==> src/rtl/trigger_pkg.sv <==
// Shared command encodings and compare modes for the trigger counter bank.
package trigger_pkg;

    localparam logic [1:0] IDL = 2'b00;
    localparam logic [1:0] CLR = 2'b01;
    localparam logic [1:0] INC = 2'b10;
    localparam logic [1:0] DEC = 2'b11;

    typedef enum logic [1:0] {
        EQ = 2'b00,
        NE = 2'b01,
        GE = 2'b10,
        LT = 2'b11
    } cmp_mode_e;

    // Unsigned compare; operands are zero-extended to 32 bits by the caller.
    function automatic logic cmp_eval(input logic [31:0] a, input logic [31:0] b, input cmp_mode_e m);
        logic r;
        case (m)
            EQ:      r = (a == b);
            NE:      r = (a != b);
            GE:      r = (a >= b);
            LT:      r = (a <  b);
            default: r = 1'b0;
        endcase
        return r;
    endfunction

endpackage

==> src/rtl/trigger_counter_ch.sv <==
// One trigger counter channel: up/down counter, registered compare, hit pulse, sticky flags.
module trigger_counter_ch
    import trigger_pkg::*;
#(
    parameter int TCW = 32
) (
    input  logic           clk,
    input  logic           rst_n,
    input  logic           ena,
    input  logic [1:0]     mode,
    input  logic           sat,
    input  logic [TCW-1:0] val,
    input  logic [TCW-1:0] rld,
    input  logic           clr,
    input  logic           transfer,
    input  logic [1:0]     tevent,
    output logic [TCW-1:0] cnt,
    output logic           evt,
    output logic           hit,
    output logic           stk,
    output logic           ovf
);

    localparam logic [TCW-1:0] CNT_MAX = {TCW{1'b1}};
    localparam logic [TCW-1:0] CNT_MIN = {TCW{1'b0}};
    localparam logic [TCW-1:0] CNT_ONE = TCW'(1);

    logic [TCW-1:0] cnt_q, cnt_d;
    logic           evt_q, evt_d;
    logic           hit_q, hit_d;
    logic           stk_q, stk_d;
    logic           ovf_q, ovf_d;
    logic           ovf_set_s;
    logic           cmp_s;

    // Next-state: counter command, compare on the post-update value, sticky set-wins-over-clear.
    always_comb begin
        cnt_d     = cnt_q;
        ovf_set_s = 1'b0;
        if (transfer && ena) begin
            case (tevent)
                IDL: cnt_d = cnt_q;
                CLR: cnt_d = rld;
                INC: begin
                    if (cnt_q == CNT_MAX) begin
                        ovf_set_s = 1'b1;
                        cnt_d     = sat ? cnt_q : CNT_MIN;
                    end else begin
                        cnt_d = cnt_q + CNT_ONE;
                    end
                end
                DEC: begin
                    if (cnt_q == CNT_MIN) begin
                        ovf_set_s = 1'b1;
                        cnt_d     = sat ? cnt_q : CNT_MAX;
                    end else begin
                        cnt_d = cnt_q - CNT_ONE;
                    end
                end
                default: cnt_d = cnt_q;
            endcase
        end else begin
            cnt_d = cnt_q;
        end

        cmp_s = ena & cmp_eval(32'(cnt_d), 32'(val), cmp_mode_e'(mode));
        evt_d = cmp_s;
        hit_d = cmp_s & ~evt_q;

        if (hit_d) begin
            stk_d = 1'b1;
        end else if (clr) begin
            stk_d = 1'b0;
        end else begin
            stk_d = stk_q;
        end

        if (ovf_set_s) begin
            ovf_d = 1'b1;
        end else if (clr) begin
            ovf_d = 1'b0;
        end else begin
            ovf_d = ovf_q;
        end
    end

    // Channel state registers, cleared asynchronously.
    always_ff @(posedge clk or negedge rst_n) begin
        if (!rst_n) begin
            cnt_q <= CNT_MIN;
            evt_q <= 1'b0;
            hit_q <= 1'b0;
            stk_q <= 1'b0;
            ovf_q <= 1'b0;
        end else begin
            cnt_q <= cnt_d;
            evt_q <= evt_d;
            hit_q <= hit_d;
            stk_q <= stk_d;
            ovf_q <= ovf_d;
        end
    end

    assign cnt = cnt_q;
    assign evt = evt_q;
    assign hit = hit_q;
    assign stk = stk_q;
    assign ovf = ovf_q;

endmodule

==> src/rtl/trigger_counter_bank.sv <==
// Bank of NCH independent trigger counters; this level only slices the packed vectors.
module trigger_counter_bank
    import trigger_pkg::*;
#(
    parameter int TCW = 32,
    parameter int NCH = 4
) (
    input  logic                 clk,
    input  logic                 rst_n,
    input  logic [NCH-1:0]       cfg_ena,
    input  logic [2*NCH-1:0]     cfg_mod,
    input  logic [NCH-1:0]       cfg_sat,
    input  logic [TCW*NCH-1:0]   cfg_val,
    input  logic [TCW*NCH-1:0]   cfg_rld,
    input  logic [NCH-1:0]       cfg_clr,
    input  logic                 sti_transfer,
    input  logic [2*NCH-1:0]     sti_tevent,
    output logic [TCW*NCH-1:0]   sts_cnt,
    output logic [NCH-1:0]       sts_evt,
    output logic [NCH-1:0]       sts_hit,
    output logic [NCH-1:0]       sts_stk,
    output logic [NCH-1:0]       sts_ovf
);

    for (genvar g = 0; g < NCH; g++) begin : g_ch
        trigger_counter_ch #(.TCW(TCW)) u_ch (
            .clk      (clk),
            .rst_n    (rst_n),
            .ena      (cfg_ena[g]),
            .mode     (cfg_mod[2*g +: 2]),
            .sat      (cfg_sat[g]),
            .val      (cfg_val[TCW*g +: TCW]),
            .rld      (cfg_rld[TCW*g +: TCW]),
            .clr      (cfg_clr[g]),
            .transfer (sti_transfer),
            .tevent   (sti_tevent[2*g +: 2]),
            .cnt      (sts_cnt[TCW*g +: TCW]),
            .evt      (sts_evt[g]),
            .hit      (sts_hit[g]),
            .stk      (sts_stk[g]),
            .ovf      (sts_ovf[g])
        );
    end

endmodule

==> config.mk <==
export PLATFORM = sky130hd
export DESIGN_NAME = trigger_counter_bank
export DESIGN_NICKNAME = d
export VERILOG_FILES = /design/src/rtl/trigger_pkg.sv /design/src/rtl/trigger_counter_ch.sv /design/src/rtl/trigger_counter_bank.sv
export SDC_FILE = /design/constraint.sdc
export NUM_CORES = 1
export LEC_CHECK = 0
export CAP_MARGIN = 20
export CORE_AREA = 2 2 231 233
export DETAILED_ROUTE_END_ITERATION = 12
export DIE_AREA = 0 0 233 235
export HOLD_SLACK_MARGIN = 0.12
export PLACE_DENSITY = 0.72
export SYNTH_ARGS = -nofsm -noshare
export SYNTH_HDL_FRONTEND = slang
export SYNTH_SLANG_ARGS = --single-unit
==> constraint.sdc <==
create_clock -name clk -period 4.18 [get_ports clk]
set_input_delay 0.627 -clock clk [delete_from_list [all_inputs] [get_ports clk]]
set_output_delay 0.627 -clock clk [all_outputs]
set_load 0.05 [all_outputs]
==> metrics <==
outcome=finished with violations; failing checks=setup timing; most frequent cells in the layout=782 x buf_4, 429 x clkdlybuf4s50_1, 215 x a21oi_1, 207 x nand2_1, 187 x inv_1; CP max stage cell=or4_4; number of global-route vias before repair=24184; Die X=between 200 and 250 um; peak supply drop=0.364 mV; switching share of power=0.477; layout cells sized above 1=0.296; Post-Route Skew=between 0.015 and 0.02 ns; Slew @ Worst Pin=0.757 ns; Setup-failing EPs final=9; Area contributors post-synth=dfrtp_1 20%, ha_1 9.5%, a21oi_1 6.2%, nand2_1 4.4%, inv_1 3.9%; worst reg2reg path startpoint=g_ch[3].u_ch.cnt[0]$_DFF_PN0_; total track usage=0.342; top-area cell type share of the netlist area=0.199; r2r worst-path depth=17; Critical Path End Type=flop; Post-Layout Cell Count=4296; yosys warns=0; detailed placement HPWL=approximately 80000 um; TritonCTS buffer count=17; clock buffer depth=2; Vias/cell=5.99; Synth-to-Final Area Change=67.4%; CTS Root Cell=clkbuf_16; Worst Path Buf+Inv=3; worst relative slew slack=0.494; Worst EP arrival=4.95 ns; RSZ-0062 raised after global routing=true; filler cell count=4845; starting density of the core=0.346; Tcrit/Tclk final=1.10; via count=approximately 26000; drt total wl=a little under 100000 um; switching power total=4.89 mW; Port Buf Inserts=430; initial antenna violation count=13; maximum clock frequency=218 MHz; height of the chip=235 um; antenna viol nets, final=0; Post-synth EDFFs=0; Tmin final=4.58 ns; clock latency on the worst-skew pair=0.51 ns; Synth Flop Type=dfrtp_1; Cell variety after synth=between 80 and 90; Remaining Overflow, GRT=0; total core area=52200 sq um; Max Slew Vio Count=0; post-synthesis average cell area=7.10 sq um; Pint=5.36 mW; initial DRC count=2955; final worst slack=-0.401 ns; CP required=between 4 and 5 ns; CTS clk-pin slew, worst paths=around 0.07 ns; CP Launch Type=flop; sequential power share=0.194; wire per inst=around 23 um; critical setup path kind=flop to flop; Pre-Repair DR Iteration Count=6; Sink Count=144; largest net degree at the start of global routing=62; Cell Pwr Density=339 nW/um^2; Max Cap Violations=0; Mapped Cells=2547; Syn Nets=slightly below 3000; Hold Buf Count CTS=0; CP Max Fanout=3; Clock power frac=0.163; first-pass GRT wire length=~140000 um; critical path cell sequence=inv_2, ha_4, or4b_4, nor4_4, nand4_1, and2_4, buf_6, a311o_1, o211ai_1, ha_1, nand4_1, buf_4, nor4_4, or4_4, a211oi_2, a311o_1, o22ai_1; CTS tree=built; leading area contributor after synthesis=dfrtp_1; Post-synth ARST share=1.00; CP max stage delay=~0.54 ns; Inst Count DP=approximately 4200; Pwr Total=10.3 mW; DRC=0; reg2reg setup slack=-0.40 ns; largest delay contributor family on the critical path=simple AND/OR/NAND/NOR gates; die area=54800 sq um; NumNets Final=4007; classification of the worst-slack hold path=input port to asynchronous set/reset pin; endpoints failing hold=0; io pins=431; most common cell after layout, fill and taps aside=buf_4; H-tree lvl count=4; sequential-to-total area share from yosys stat=0.199; num rows=84; post-synthesis register bit count=approximately 140; GP Congestion=roughly 1.0; Leak Pwr=13.0 nW; Core Util, Final=0.579; Reg2Reg Capture Point=g_ch[3].u_ch.stk$_DFFE_PN0P_; Logic pwr share=0.643; Mapped Area=18100 sq um
==> worst max path at each step <==
stage	start	endpoint	slack, ns	cells after the start
6_report	g_ch[3].u_ch.cnt[0]$_DFF_PN0_	g_ch[3].u_ch.stk$_DFFE_PN0P_	-0.40	17
5_1_grt	g_ch[3].u_ch.cnt[1]$_DFF_PN0_	g_ch[3].u_ch.stk$_DFFE_PN0P_	-0.56	20
4_1_cts	g_ch[3].u_ch.cnt[0]$_DFF_PN0_	g_ch[3].u_ch.stk$_DFFE_PN0P_	-0.27	17
3_5_place_dp	g_ch[2].u_ch.cnt[9]$_DFF_PN0_	g_ch[2].u_ch.stk$_DFFE_PN0P_	-0.59	17
3_3_place_gp	g_ch[2].u_ch.cnt[9]$_DFF_PN0_	g_ch[2].u_ch.stk$_DFFE_PN0P_	-0.60	17
2_1_floorplan	g_ch[0].u_ch.cnt[25]$_DFF_PN0_	g_ch[0].u_ch.stk$_DFFE_PN0P_	-0.21	16
==> kinds of logic (layout without fill, tap and decap cells) <==
group | Yosys count | in the layout | share of synthesized area
other | 0 | 13 | 0
adder cells (fa/ha/maj) | 138 | 138 | 0.0955
AO/OA/AOI/OAI | 829 | 829 | 0.306
buffers and inverters | 406 | 1454 | 0.0904
flip-flops | 144 | 144 | 0.199
XOR/XNOR | 15 | 15 | 0.00727
multiplexers | 12 | 12 | 0.00692
AND/OR/NAND/NOR | 1003 | 1003 | 0.295
==> power by group through the flow <==
| stage | sequential, mW | clock [mW] | combinational (mW) |
|---|---|---|---|
| CTS | 1.98 | 1.69 | 6.32 |
| finish | 1.99 | 1.67 | 6.59 |
| detailed placement | 1.99 | 0 | 6.18 |
| global route | 2.02 | 1.74 | 6.96 |
| floorplan | 2.83 | 0 | 2.39 |
| global placement | 1.98 | 0 | 6.15 |
==> layer usage <==
metal | wire (um) | vias up | GRT usage
met5 | 0 | - | 0
met4 | 4880 | 0 | 0.166
met3 | 8300 | 266 | 0.0523
met2 | 44200 | 1542 | 0.537
met1 | 39700 | 12124 | 0.455
li1 | - | 11785 | -
==> state kept, by name, summed over array words and instances (netlist names) <==
register / flops
g_ch.u_ch.ovf: 4
g_ch.u_ch.stk: 4
g_ch.u_ch.evt: 4
g_ch.u_ch.hit: 4
g_ch.u_ch.cnt: 128
==> area by class of cell <==
cell class | count | area [sq um] | share of cell area
timing repair buffer | 1233 | 10500 | 0.347
clock inverter | 13 | 153 | 0.00504
inverter | 189 | 709 | 0.0234
tap | 688 | 861 | 0.0284
antenna | 13 | 32.5 | 0.00107
multi-input combinational | 1997 | 13900 | 0.459
sequential | 144 | 3650 | 0.120
clock buffer | 19 | 453 | 0.0150
==> synthesized netlist by cell type (14+ instances only) <==
| master | number |
|---|---|
| a21oi_1 | 223 |
| nand2_1 | 212 |
| inv_1 | 189 |
| clkbuf_1 | 171 |
| nor2_1 | 171 |
| dfrtp_1 | 144 |
| ha_1 | 138 |
| o21ai_0 | 134 |
| nor3_1 | 113 |
| nand4_1 | 100 |
| nand3_1 | 99 |
| nor4_1 | 83 |
| a31oi_1 | 64 |
| o31ai_1 | 46 |
| a211oi_1 | 42 |
| o211ai_1 | 36 |
| or3_1 | 36 |
| and3_1 | 32 |
| o22ai_1 | 28 |
| a211o_1 | 25 |
| and2_1 | 24 |
| o21a_1 | 23 |
| buf_2 | 22 |
| and4_1 | 19 |
| or4_1 | 18 |
| nor2b_1 | 17 |
| buf_4 | 16 |
| a221oi_1 | 15 |
| nand2b_1 | 15 |
| a22oi_1 | 14 |
==> through the flow <==
step	worst slack [ns]	instance area, sq um	TNS [ns]	hold WS, ns
floorplan	-0.215	18400	-0.800	0.331
global placement	-0.599	28400	-4.28	0.441
detailed placement	-0.590	28400	-4.91	0.450
CTS	-0.266	29500	-1.39	0.130
global route	-0.563	30300	-4.40	0.160
finish	-0.401	30300	-2.58	0.121
==> what timing repair did <==
item / in CTS / in global routing
cloned: 1 / 0
buffers inserted: 16 / 30
pin swaps: 35 / 83
setup endpoints to repair: 12 / 12
endpoints found under the hold margin: 0 / 0
gates resized for setup: 65 / 99
==> worst reg2reg max path: cells and delay by family (launching register included) <==
kind	cells	cell delay, ns
adders and majority gates	2	0.47
AOI/OAI and AO/OA	5	1.04
and+or+nand+nor	7	2.20
DFF	1	0.41
buffers and inverters	3	0.37
Note: power is estimated with default switching activity, not from simulation.
